`src/rtl/key_hc165_scan_if.sv`:
```
// Pin and PIO-side signal bundle for the 74HC165 key scanner.
// master = scanner side, slave = chip chain / system side.
interface key_hc165_scan_if #(
   parameter int unsigned NBITS = 8
);
   logic             sr_clk;
   logic             sr_ld_n;
   logic             sr_dat;
   logic [NBITS-1:0] raw;
   logic             scan_done;
   logic [NBITS-1:0] keys;
   logic [NBITS-1:0] key_press;

   modport master (
      output sr_clk, sr_ld_n, raw, scan_done, keys, key_press,
      input  sr_dat
   );

   modport slave (
      input  sr_clk, sr_ld_n, raw, scan_done, keys, key_press,
      output sr_dat
   );
endinterface

```
`src/rtl/key_hc165_scan.sv`:
```
// Periodic 74HC165 chain reader: load, shift NBITS in MSB-first,
// then debounce each bit and report a stable key vector plus press pulses.
module key_hc165_scan #(
   parameter int unsigned NBITS       = 8,
   parameter int unsigned CLK_DIV     = 25,
   parameter int unsigned SCAN_PERIOD = 50000,
   parameter int unsigned DEB_CNT     = 4,
   parameter int unsigned INVERT      = 1
) (
   input  logic                sys_clk,
   input  logic                sys_rst_n,
   key_hc165_scan_if.master    bus
);

   localparam int unsigned TMR_MAX = (CLK_DIV > SCAN_PERIOD) ? CLK_DIV : SCAN_PERIOD;
   localparam int unsigned TMR_W   = (TMR_MAX > 1) ? $clog2(TMR_MAX) : 1;
   localparam int unsigned IDX_W   = (NBITS > 1) ? $clog2(NBITS) : 1;
   localparam int unsigned CNT_W   = (DEB_CNT > 1) ? $clog2(DEB_CNT) : 1;

   typedef enum logic [2:0] {
      IDLE,
      LOAD,
      SETTLE,
      SHIFT_LO,
      SHIFT_HI,
      DONE
   } state_t;

   state_t                       state_q, state_d;
   logic [TMR_W-1:0]             tmr_q, tmr_d;
   logic [IDX_W-1:0]             idx_q, idx_d;
   logic [NBITS-1:0]             shreg_q, shreg_d;
   logic                         dat_s1_q, dat_s2_q;
   logic [NBITS-1:0]             raw_q, raw_d;
   logic [NBITS-1:0]             keys_q, keys_d;
   logic [NBITS-1:0]             press_q, press_d;
   logic                         done_q, done_d;
   logic                         sr_clk_q, sr_clk_d;
   logic                         sr_ld_n_q, sr_ld_n_d;
   logic [NBITS-1:0][CNT_W-1:0]  cnt_q, cnt_d;

   logic                         div_end;
   logic                         per_end;
   logic [NBITS-1:0]             scan_val;

   assign div_end  = (tmr_q == TMR_W'(CLK_DIV - 1));
   assign per_end  = (tmr_q == TMR_W'(SCAN_PERIOD - 1));
   assign scan_val = (INVERT != 0) ? ~shreg_q : shreg_q;

   // State and datapath registers; sr_dat crosses in through two flops.
   always_ff @(posedge sys_clk or negedge sys_rst_n) begin
      if (!sys_rst_n) begin
         state_q   <= IDLE;
         tmr_q     <= '0;
         idx_q     <= '0;
         shreg_q   <= '0;
         dat_s1_q  <= 1'b0;
         dat_s2_q  <= 1'b0;
         raw_q     <= '0;
         keys_q    <= '0;
         press_q   <= '0;
         done_q    <= 1'b0;
         sr_clk_q  <= 1'b0;
         sr_ld_n_q <= 1'b1;
         cnt_q     <= '0;
      end else begin
         state_q   <= state_d;
         tmr_q     <= tmr_d;
         idx_q     <= idx_d;
         shreg_q   <= shreg_d;
         dat_s1_q  <= bus.sr_dat;
         dat_s2_q  <= dat_s1_q;
         raw_q     <= raw_d;
         keys_q    <= keys_d;
         press_q   <= press_d;
         done_q    <= done_d;
         sr_clk_q  <= sr_clk_d;
         sr_ld_n_q <= sr_ld_n_d;
         cnt_q     <= cnt_d;
      end
   end

   // Next-state, datapath and pin decode.
   always_comb begin
      state_d = state_q;
      tmr_d   = tmr_q + TMR_W'(1);
      idx_d   = idx_q;
      shreg_d = shreg_q;
      raw_d   = raw_q;
      keys_d  = keys_q;
      press_d = '0;
      done_d  = 1'b0;
      cnt_d   = cnt_q;

      case (state_q)
         IDLE: begin
            if (per_end) begin
               state_d = LOAD;
               tmr_d   = '0;
            end
         end
         LOAD: begin
            if (div_end) begin
               state_d = SETTLE;
               tmr_d   = '0;
            end
         end
         SETTLE: begin
            if (div_end) begin
               state_d = SHIFT_LO;
               tmr_d   = '0;
               idx_d   = '0;
            end
         end
         SHIFT_LO: begin
            // Sample just before the rising sr_clk edge that advances the chain.
            if (div_end) begin
               shreg_d = NBITS'({shreg_q, dat_s2_q});
               state_d = SHIFT_HI;
               tmr_d   = '0;
            end
         end
         SHIFT_HI: begin
            if (div_end) begin
               tmr_d = '0;
               if (idx_q == IDX_W'(NBITS - 1)) begin
                  state_d = DONE;
               end else begin
                  idx_d   = idx_q + IDX_W'(1);
                  state_d = SHIFT_LO;
               end
            end
         end
         DONE: begin
            raw_d   = scan_val;
            done_d  = 1'b1;
            state_d = IDLE;
            tmr_d   = '0;
            // A bit flips only after DEB_CNT consecutive disagreeing scans.
            for (int i = 0; i < int'(NBITS); i++) begin
               if (scan_val[i] == keys_q[i]) begin
                  cnt_d[i] = '0;
               end else if (cnt_q[i] == CNT_W'(DEB_CNT - 1)) begin
                  keys_d[i]  = scan_val[i];
                  press_d[i] = scan_val[i];
                  cnt_d[i]   = '0;
               end else begin
                  cnt_d[i] = cnt_q[i] + CNT_W'(1);
               end
            end
         end
         default: begin
            state_d = IDLE;
            tmr_d   = '0;
         end
      endcase

      sr_clk_d  = (state_d == SHIFT_HI);
      sr_ld_n_d = (state_d != LOAD);
   end

   assign bus.sr_clk    = sr_clk_q;
   assign bus.sr_ld_n   = sr_ld_n_q;
   assign bus.raw       = raw_q;
   assign bus.scan_done = done_q;
   assign bus.keys      = keys_q;
   assign bus.key_press = press_q;

endmodule

```
`src/flat_wrapper.sv`:
```
// flat-port wrapper written by rule: the top's interface ports become plain ports
module key_hc165_scan_flat 
#(
   parameter int unsigned NBITS       = 8,
   parameter int unsigned CLK_DIV     = 25,
   parameter int unsigned SCAN_PERIOD = 50000,
   parameter int unsigned DEB_CNT     = 4,
   parameter int unsigned INVERT      = 1
)
  (sys_clk, sys_rst_n, bus_sr_clk, bus_sr_ld_n, bus_raw, bus_scan_done, bus_keys, bus_key_press, bus_sr_dat);
  key_hc165_scan_if #(.NBITS(NBITS)) bus_i ();
  input  logic sys_clk;
  input  logic sys_rst_n;
  output wire logic [$bits(bus_i.sr_clk)-1:0] bus_sr_clk;
  output wire logic [$bits(bus_i.sr_ld_n)-1:0] bus_sr_ld_n;
  output wire logic [$bits(bus_i.raw)-1:0] bus_raw;
  output wire logic [$bits(bus_i.scan_done)-1:0] bus_scan_done;
  output wire logic [$bits(bus_i.keys)-1:0] bus_keys;
  output wire logic [$bits(bus_i.key_press)-1:0] bus_key_press;
  input wire logic [$bits(bus_i.sr_dat)-1:0] bus_sr_dat;
  assign bus_sr_clk = bus_i.sr_clk;
  assign bus_sr_ld_n = bus_i.sr_ld_n;
  assign bus_raw = bus_i.raw;
  assign bus_scan_done = bus_i.scan_done;
  assign bus_keys = bus_i.keys;
  assign bus_key_press = bus_i.key_press;
  assign bus_i.sr_dat = bus_sr_dat;
  key_hc165_scan #(.NBITS(NBITS), .CLK_DIV(CLK_DIV), .SCAN_PERIOD(SCAN_PERIOD), .DEB_CNT(DEB_CNT), .INVERT(INVERT)) u_core (.sys_clk(sys_clk), .sys_rst_n(sys_rst_n), .bus(bus_i));
endmodule
```
`config.mk`:
```
export PLATFORM = sky130hd
export DESIGN_NAME = key_hc165_scan_flat
export DESIGN_NICKNAME = d
export VERILOG_FILES = /design/src/rtl/key_hc165_scan_if.sv /design/src/rtl/key_hc165_scan.sv /design/src/flat_wrapper.sv
export SDC_FILE = /design/constraint.sdc
export NUM_CORES = 1
export LEC_CHECK = 0
export CORE_MARGIN = 5
export CORE_UTILIZATION = 50
export DETAILED_ROUTE_END_ITERATION = 7
export HOLD_SLACK_MARGIN = 0.15
export PLACE_DENSITY_LB_ADDON = 0.12
export SETUP_SLACK_MARGIN = 0.05
export SLEW_MARGIN = 20
export SYNTH_ARGS = -nofsm -noshare
export SYNTH_HDL_FRONTEND = slang
export SYNTH_SLANG_ARGS = --single-unit
```
`constraint.sdc`:
```
create_clock -name sys_clk -period 2.07 [get_ports sys_clk]
set_input_delay 0.3105 -clock sys_clk [delete_from_list [all_inputs] [get_ports sys_clk]]
set_output_delay 0.3105 -clock sys_clk [all_outputs]
set_load 0.1 [all_outputs]
```
==> key figures, run 1 <==
GRT
  • Grt ovf: 0
  • Initial antenna violation count: 0
  • Largest net degree at the start of global routing: 49
  • GRT Util Overall: between 10% and 20%
  • Vias in the first global route: 2295
  • First-pass GRT wire length: roughly 11000 um

Placement
  • IO buf count: 29
  • Dpl hpwl: roughly 4200 um
  • Placement Cell Area: 0.003685 mm2
  • Final GP Congestion: between 0.7 and 0.8

Cells and area
  • # fillers: 547
  • Layout cell share with drive strength beyond 1: 19.35%
  • Final nets: 351
  • N_diodes: 0
  • Synth-to-Final Area Change: 19.31%
  • Fin area: approximately 0.0040 mm2

Drt
  • Via/cell ratio: around 5.4
  • WL/cell: 14.71 um
  • WL met3: roughly 290 um
  • Antenna Nets Post-Route: 0
  • Top layer in use: met4
  • Total wire length: 6148 um
  • DR pass1 iterations: 4
  • DR DRC count: 0
  • WL met1: 2871 um
  • Vias: 2275
  • DRT iter0 DRCs: 80
  • Met2 WL: 2970 um

Synthesis
  • Top cells by count, synth: 74 x dfrtp_1, 33 x nand2_1, 25 x nor3_1
  • Synthesized flop and latch total: 75
  • Synth Area per Inst: 11.21 um2
  • Synth area leader: dfrtp_1
  • YS warnings: 0
  • Yosys cell types: 43
  • Post-Syn Instances: 296
  • Post-synth EDFFs: 0
  • Ys async rst share: 100.0%
  • Syn_nets: 311
  • Main synth FF type: dfrtp_1
  • Post-Synthesis Cell Area: 0.003318 mm2
  • Area share of the largest cell type after synthesis: between 50% and 60%
  • Sequential fraction of the synthesis area: between 50% and 60%
  • Synth top area cells: dfrtp_1 56%, a22o_1 4.8%, ha_1 4.5%
  • Cell with the most instances after synthesis: dfrtp_1

Clock tree
  • H-tree levels: 3
  • CTS tree: built
  • Clock latency on the worst-skew pair: roughly 0.34 ns
  • Root Buffer: clkbuf_8
  • Gates resized, CTS repair: 0
  • Clock-pin slew on the worst setup and hold paths: 0.08 ns
  • Total CTS buffers: 9
  • Maximum clock path buffer count: 2
  • Clock Sinks: 75

Setup path
  • Req. time, crit path: 2.29 ns
  • CP max stage delay: 0.41 ns
  • Crit-path max FO: 7
  • Critical path startpoint category: flip-flop
  • Slowest cell on the critical path: dfrtp_1
  • WS Path Type: reg2reg
  • Arr. time, crit path: about 2.1 ns
  • Critical Path Sink Type: flip-flop
  • Critical path cell sequence: inv_1, ha_1, and4bb_1, nand4_1, nor2_2, buf_12, mux2_1

Min path
  • Worst min path class: reg2reg

STA
  • Worst Tran Pin Value: 0.3794 ns
  • RSZ-0062 raised after global routing: no
  • Final setup fails: 0
  • Final Skew: between 0.01 and 0.015 ns
  • Final hold vios: 0
  • Minimum clock period: 1.866 ns
  • Slew margin rel.: roughly three quarters
  • Final period util: 90.14%
  • Achievable Freq: 536.0 MHz
  • Min Hold Slack: 0.3729 ns
  • Fin Setup TNS: 0 ns
  • Fin. max-slew vios: 0

Floorplan
  • I/O pins: 30
  • FP Rows: 29
  • Die height: 91.47 um
  • Core area: 0.006386 mm2
  • Initial Utilization: 51.96%
  • Die ar.: ~0.0084 mm2
  • Die width: approximately 91 um

Run
  • Max cap viols: 0

Power and ir drop
  • Peak supply drop: 0.4928 mV
  • PwrDens: 749.3 mW/mm2
  • Static Leak: approximately 2.0 nW

Outcome
  • Status: completed
==> sequential cells by signal (all words and copies together) (netlist names) <==
name / cells
u_core.cnt_q: 16
u_core.tmr_q: 16
u_core.bus.key_press: 8
u_core.bus.keys: 8
u_core.bus.raw: 8
u_core.shreg_q: 8
u_core.idx_q: 3
u_core.state_q: 3
u_core.bus.scan_done: 1
u_core.bus.sr_clk: 1
u_core.bus.sr_ld_n: 1
u_core.dat_s1_q: 1
u_core.dat_s2_q: 1
==> stage by stage <==
stage | setup WS (ns) | utilization, % | power [mW] | cells
CTS | 0.1837 | 61.99 | 3.009 | 418
finish | 0.2042 | 61.99 | 2.966 | 418
global placement | 0.2802 | 57.70 | 1.533 | 401
floorplan | 0.3327 | - | 1.496 | 296
detailed placement | 0.2145 | 57.70 | 1.534 | 401
global route | 0.1006 | 61.99 | 3.085 | 418
==> report_power, final <==
group	switching [mW]	total (mW)	internal, mW
Clock	0.536	1.46	0.928
Combinational	0.0283	0.0363	0.00802
Sequential	0.000521	1.47	1.47
==> layout make-up <==
type	count	area, um2	share of cell area, %
Inverter	6	22.52	0.5689
Timing Repair Buffer	42	345.3	8.723
Multi-Input combinational cell	202	1353	34.17
Tap cell	77	96.34	2.434
Clock inverter	6	136.4	3.445
Sequential cell	75	1878	47.44
Clock buffer	10	127.6	3.224
==> final timing paths <==
kind	cells after the start	to	from	slack, ns
max in group asynchronous	3	u_core.cnt_q[7]$_DFFE_PN0P_	sys_rst_n	1.08
hold reg to reg	0	u_core.dat_s2_q$_DFF_PN0_	u_core.dat_s1_q$_DFF_PN0_	0.37
setup reg to reg	7	u_core.shreg_q[4]$_DFFE_PN0P_	u_core.tmr_q[0]$_DFF_PN0_	0.20
hold / removal	0	u_core.dat_s2_q$_DFF_PN0_	u_core.dat_s1_q$_DFF_PN0_	0.37
setup / recovery	7	u_core.shreg_q[4]$_DFFE_PN0P_	u_core.tmr_q[0]$_DFF_PN0_	0.20
min in group asynchronous	2	u_core.cnt_q[0]$_DFFE_PN0P_	sys_rst_n	0.42
==> cells in the final DEF (no fill, tap or decap), types with 2 or more instances in the layout <==
cell / synthesis / routed
xor2_1: 16 / 16
nor2_1: 20 / 20
or3_1: 3 / 3
mux2_1: 8 / 8
nand2_1: 33 / 33
o21ai_0: 19 / 19
buf_12: 0 / 2
nor2b_1: 2 / 2
dfrtp_1: 74 / 74
bufinv_16: 0 / 4
inv_1: 5 / 5
nand3_1: 7 / 7
a21oi_1: 2 / 2
a22o_1: 18 / 18
nand4_1: 8 / 8
nor4_1: 3 / 3
and4_1: 2 / 2
ha_1: 12 / 12
and2_1: 2 / 2
nor3_1: 25 / 25
clkbuf_8: 0 / 9
buf_4: 1 / 38
xnor2_1: 4 / 4
==> logic make-up after synthesis <==
| group | share of synthesized area, % |
|---|---|
| AND/OR/NAND/NOR | 18.21 |
| AO/OA/AOI/OAI | 9.691 |
| XOR/XNOR | 5.279 |
| multiplexers | 3.054 |
| adder cells (fa/ha/maj) | 4.525 |
| flip-flops | 56.60 |
| buffers and inverters | 2.640 |
==> timing repair <==
action / 4_1_cts / 5_1_grt
setup buffers: 0 / 0
hold endpoints to repair: 26 / 0
hold buffers: 1 / 0
==> critical path, delay by kind of cell (launching register included) <==
| kind | cells | cell delay (ns) |
|---|---|---|
| muxes | 1 | 0.31 |
| and+or+nand+nor | 3 | 0.66 |
| buffers and inverters | 2 | 0.23 |
| DFF | 1 | 0.41 |
| adders and majority gates | 1 | 0.14 |
==> routing by layer <==
| metal | vias up | GRT usage, % |
|---|---|---|
| met3 | 2 | 5.124 |
| li1 | 1139 | - |
| met2 | 46 | 25.60 |
| met4 | 0 | 4.645 |
| met1 | 1088 | 20.70 |
| met5 | - | 0 |
(Power assumes the default switching activity.)
==> inputs of run 2 (changes only) <==
--- a/config.mk
+++ b/config.mk
@@ -8,8 +8,10 @@
 export CORE_MARGIN = 5
 export CORE_UTILIZATION = 50
 export DETAILED_ROUTE_END_ITERATION = 7
+export DONT_BUFFER_PORTS = 1
 export HOLD_SLACK_MARGIN = 0.15
 export PLACE_DENSITY_LB_ADDON = 0.12
+export RECOVER_POWER = 50
 export SETUP_SLACK_MARGIN = 0.05
 export SLEW_MARGIN = 20
 export SYNTH_ARGS = -nofsm -noshare
==> constraint.sdc (replaced) <==
create_clock -name sys_clk -period 2.07 [get_ports sys_clk]
set_input_delay 0.3105 -clock sys_clk [delete_from_list [all_inputs] [get_ports sys_clk]]
set_output_delay 0.3105 -clock sys_clk [all_outputs]
set_load 0.01 [all_outputs]
==> key figures, run 2 (synthesis results as in run 1) <==
Cells and area
  • Commonest non-fill, non-tap cell in the layout: dfrtp_1 (unchanged)
  • Commonest cells after routing, fill and taps aside: 74 x dfrtp_1, 33 x nand2_1, 25 x nor3_1 (was 74 x dfrtp_1, 38 x buf_4, 33 x nand2_1)
  • Final Non-Filler Cells: 389 (was 418)
  • Final Core Density: 57.94% (was 61.99%)
  • Layout cell share with drive strength beyond 1: 12.18% (was 19.35%)
  • Synth-to-Final Area Change: 11.50% (was 19.31%)
  • N_diodes: 0 (unchanged)
  • Largest registers: u_core.cnt_q (16), u_core.tmr_q (16) (unchanged)
  • Final nets: 322 (was 351)

Setup path
  • R2r worst-path depth: 5 (was 7)
  • CP Launch Point: u_core.tmr_q[12]$_DFF_PN0_ (was u_core.tmr_q[0]$_DFF_PN0_)
  • Critical path cell sequence: nor4b_2, nand4_1, nor2_2, buf_12, mux2_1 (was inv_1, ha_1, and4bb_1, nand4_1, nor2_2, buf_12, mux2_1)
  • Crit-path max FO: 7 (unchanged)
  • CP max stage delay: 0.45 ns (was 0.41 ns)
  • Reg-to-reg critical path endpoint: u_core.shreg_q[3]$_DFFE_PN0P_ (was u_core.shreg_q[4]$_DFFE_PN0P_)
  • Reg2Reg Setup Slack: 0.22 ns (was 0.20 ns)
  • Worst r2r src: u_core.tmr_q[12]$_DFF_PN0_ (was u_core.tmr_q[0]$_DFF_PN0_)
  • Critical Path Sink Type: flip-flop (unchanged)
  • WS Path Type: reg2reg (unchanged)
  • Req. time, crit path: 2.28 ns (was 2.29 ns)
  • Critical path startpoint category: flip-flop (unchanged)
  • Slowest cell on the critical path: dfrtp_1 (unchanged)
  • Arr. time, crit path: 2.06 ns (was 2.09 ns)

Drt
  • Total wire length: 6030 um (was 6148 um)
  • DRT iter0 DRCs: 82 (was 80)
  • Via/cell ratio: 5.586 (was 5.443)
  • DR pass1 iterations: 4 (unchanged)
  • Vias: 2173 (was 2275)
  • WL/cell: 15.50 um (was 14.71 um)
  • Antenna Nets Post-Route: 0 (unchanged)
  • DR DRC count: 0 (unchanged)

Placement
  • Dpl cells: 372 (was 401)
  • IO buf count: 0 (was 29)
  • Dpl hpwl: 4104 um (was 4210 um)
  • Final GP Congestion: 0.8569 (was 0.7881)
  • Pre-CTS setup slack: 0.2140 ns (was 0.2145 ns)

STA
  • Final Skew: 0.008357 ns (was 0.01008 ns)
  • Fin. max-slew vios: 0 (unchanged)
  • Final worst slack: 0.2221 ns (was 0.2042 ns)
  • Achievable Freq: 541.2 MHz (was 536.0 MHz)
  • Final setup fails: 0 (unchanged)
  • Fin Setup TNS: 0 ns (unchanged)
  • Final hold vios: 75 (was 0)
  • Worst Tran Pin Value: 0.3658 ns (was 0.3794 ns)
  • Minimum clock period: 1.848 ns (was 1.866 ns)
  • Min Hold Slack: -0.3399 ns (was 0.3729 ns)
  • Final period util: 89.27% (was 90.14%)
  • Slew margin rel.: 75.43% (was 74.70%)
  • RSZ-0062 raised after global routing: no (unchanged)

Clock tree
  • CTS tree: built (unchanged)
  • Clock latency on the worst-skew pair: 0.34 ns (about the same)
  • Clock-pin slew on the worst setup and hold paths: 0.08 ns (about the same)
  • Root Buffer: clkbuf_8 (unchanged)
  • H-tree levels: 3 (unchanged)
  • Gates resized, CTS repair: 0 (unchanged)
  • Total CTS buffers: 9 (unchanged)
  • Clock Sinks: 75 (unchanged)
  • Maximum clock path buffer count: 2 (unchanged)
  • Post-CTS Setup Inserts: 0 (unchanged)
  • Cts hold-fix bufs: 1 (unchanged)

Floorplan
  • Die ar.: 0.008366 mm2 (unchanged)
  • Core area: 0.006386 mm2 (unchanged)
  • Die height: 91.47 um (unchanged)
  • FP Rows: 29 (unchanged)
  • Initial Utilization: 51.96% (unchanged)
  • Die width: 91.47 um (unchanged)
  • I/O pins: 30 (unchanged)

Outcome
  • Status: finished, violations left (was completed)
  • Failing checks: hold timing

GRT
  • First-pass GRT wire length: 10610 um (was 10830 um)
  • GRT Util Overall: 15.78% (was 15.95%)
  • Initial antenna violation count: 0 (unchanged)
  • Grt ovf: 0 (unchanged)
  • Largest net degree at the start of global routing: 76 (was 49)
  • Vias in the first global route: 2171 (was 2295)

Min path
  • Worst min path class: in2async (was reg2reg)

Power and ir drop
  • Static Leak: 1.789 nW (was 1.961 nW)
  • PwrDens: 733.4 mW/mm2 (was 749.3 mW/mm2)
  • Peak supply drop: 0.5691 mV (was 0.4928 mV)

Run
  • Max cap viols: 0 (unchanged)
[run 2: per-stage QoR]
step | instance area [um2] | hold WS (ns) | total power [mW]
final | 3700 | -0.3399 | 2.713
after global routing | 3700 | -0.3856 | 2.845
after global placement | 3465 | 0.01676 | 1.496
after detailed placement | 3465 | 0.01724 | 1.496
after CTS | 3700 | -0.3585 | 2.756
after floorplan | 3318 | 0.01491 | 1.496
[run 2: power breakdown]
part / internal [mW] / total (mW) / switching [mW]
registers: 1.47 / 1.47 / 0.000431
clock network: 0.717 / 1.25 / 0.529
logic: 0.00127 / 0.00159 / 0.000322
[run 2: worst max-delay path by stage]
stage,end,cells past startpoint
final,u_core.shreg_q[3]$_DFFE_PN0P_,5
after CTS,u_core.shreg_q[3]$_DFFE_PN0P_,5
after global placement,u_core.shreg_q[4]$_DFFE_PN0P_,5
after floorplan,u_core.shreg_q[0]$_DFFE_PN0P_,5
after detailed placement,u_core.shreg_q[3]$_DFFE_PN0P_,7
after global routing,u_core.bus.keys[7]$_DFFE_PN0P_,6
[run 2: cell type report]
type	instances	area (um2)
sequential	75	1878
tap	77	96.34
timing repair buffer	13	125.1
multi-input combinational	202	1353
clock inverter	5	83.83
clock buffer	11	141.4
fill	518	2686
inverter	6	22.52
[run 2: critical path: cells and delay by family (launching register included)]
| family | cells | cell delay, ns |
|---|---|---|
| flip-flops | 1 | 0.45 |
| buffers and inverters | 1 | 0.16 |
| multiplexers | 1 | 0.31 |
| AND/OR/NAND/NOR | 3 | 0.81 |
[run 2: routing by layer]
layer | up-vias | GRT usage, % | routed length, um
met5 | - | 0 | 0
met4 | 0 | 4.523 | 61
met3 | 6 | 5.620 | 265
met2 | 35 | 25.00 | 2993
met1 | 1062 | 20.42 | 2709
li1 | 1070 | - | -
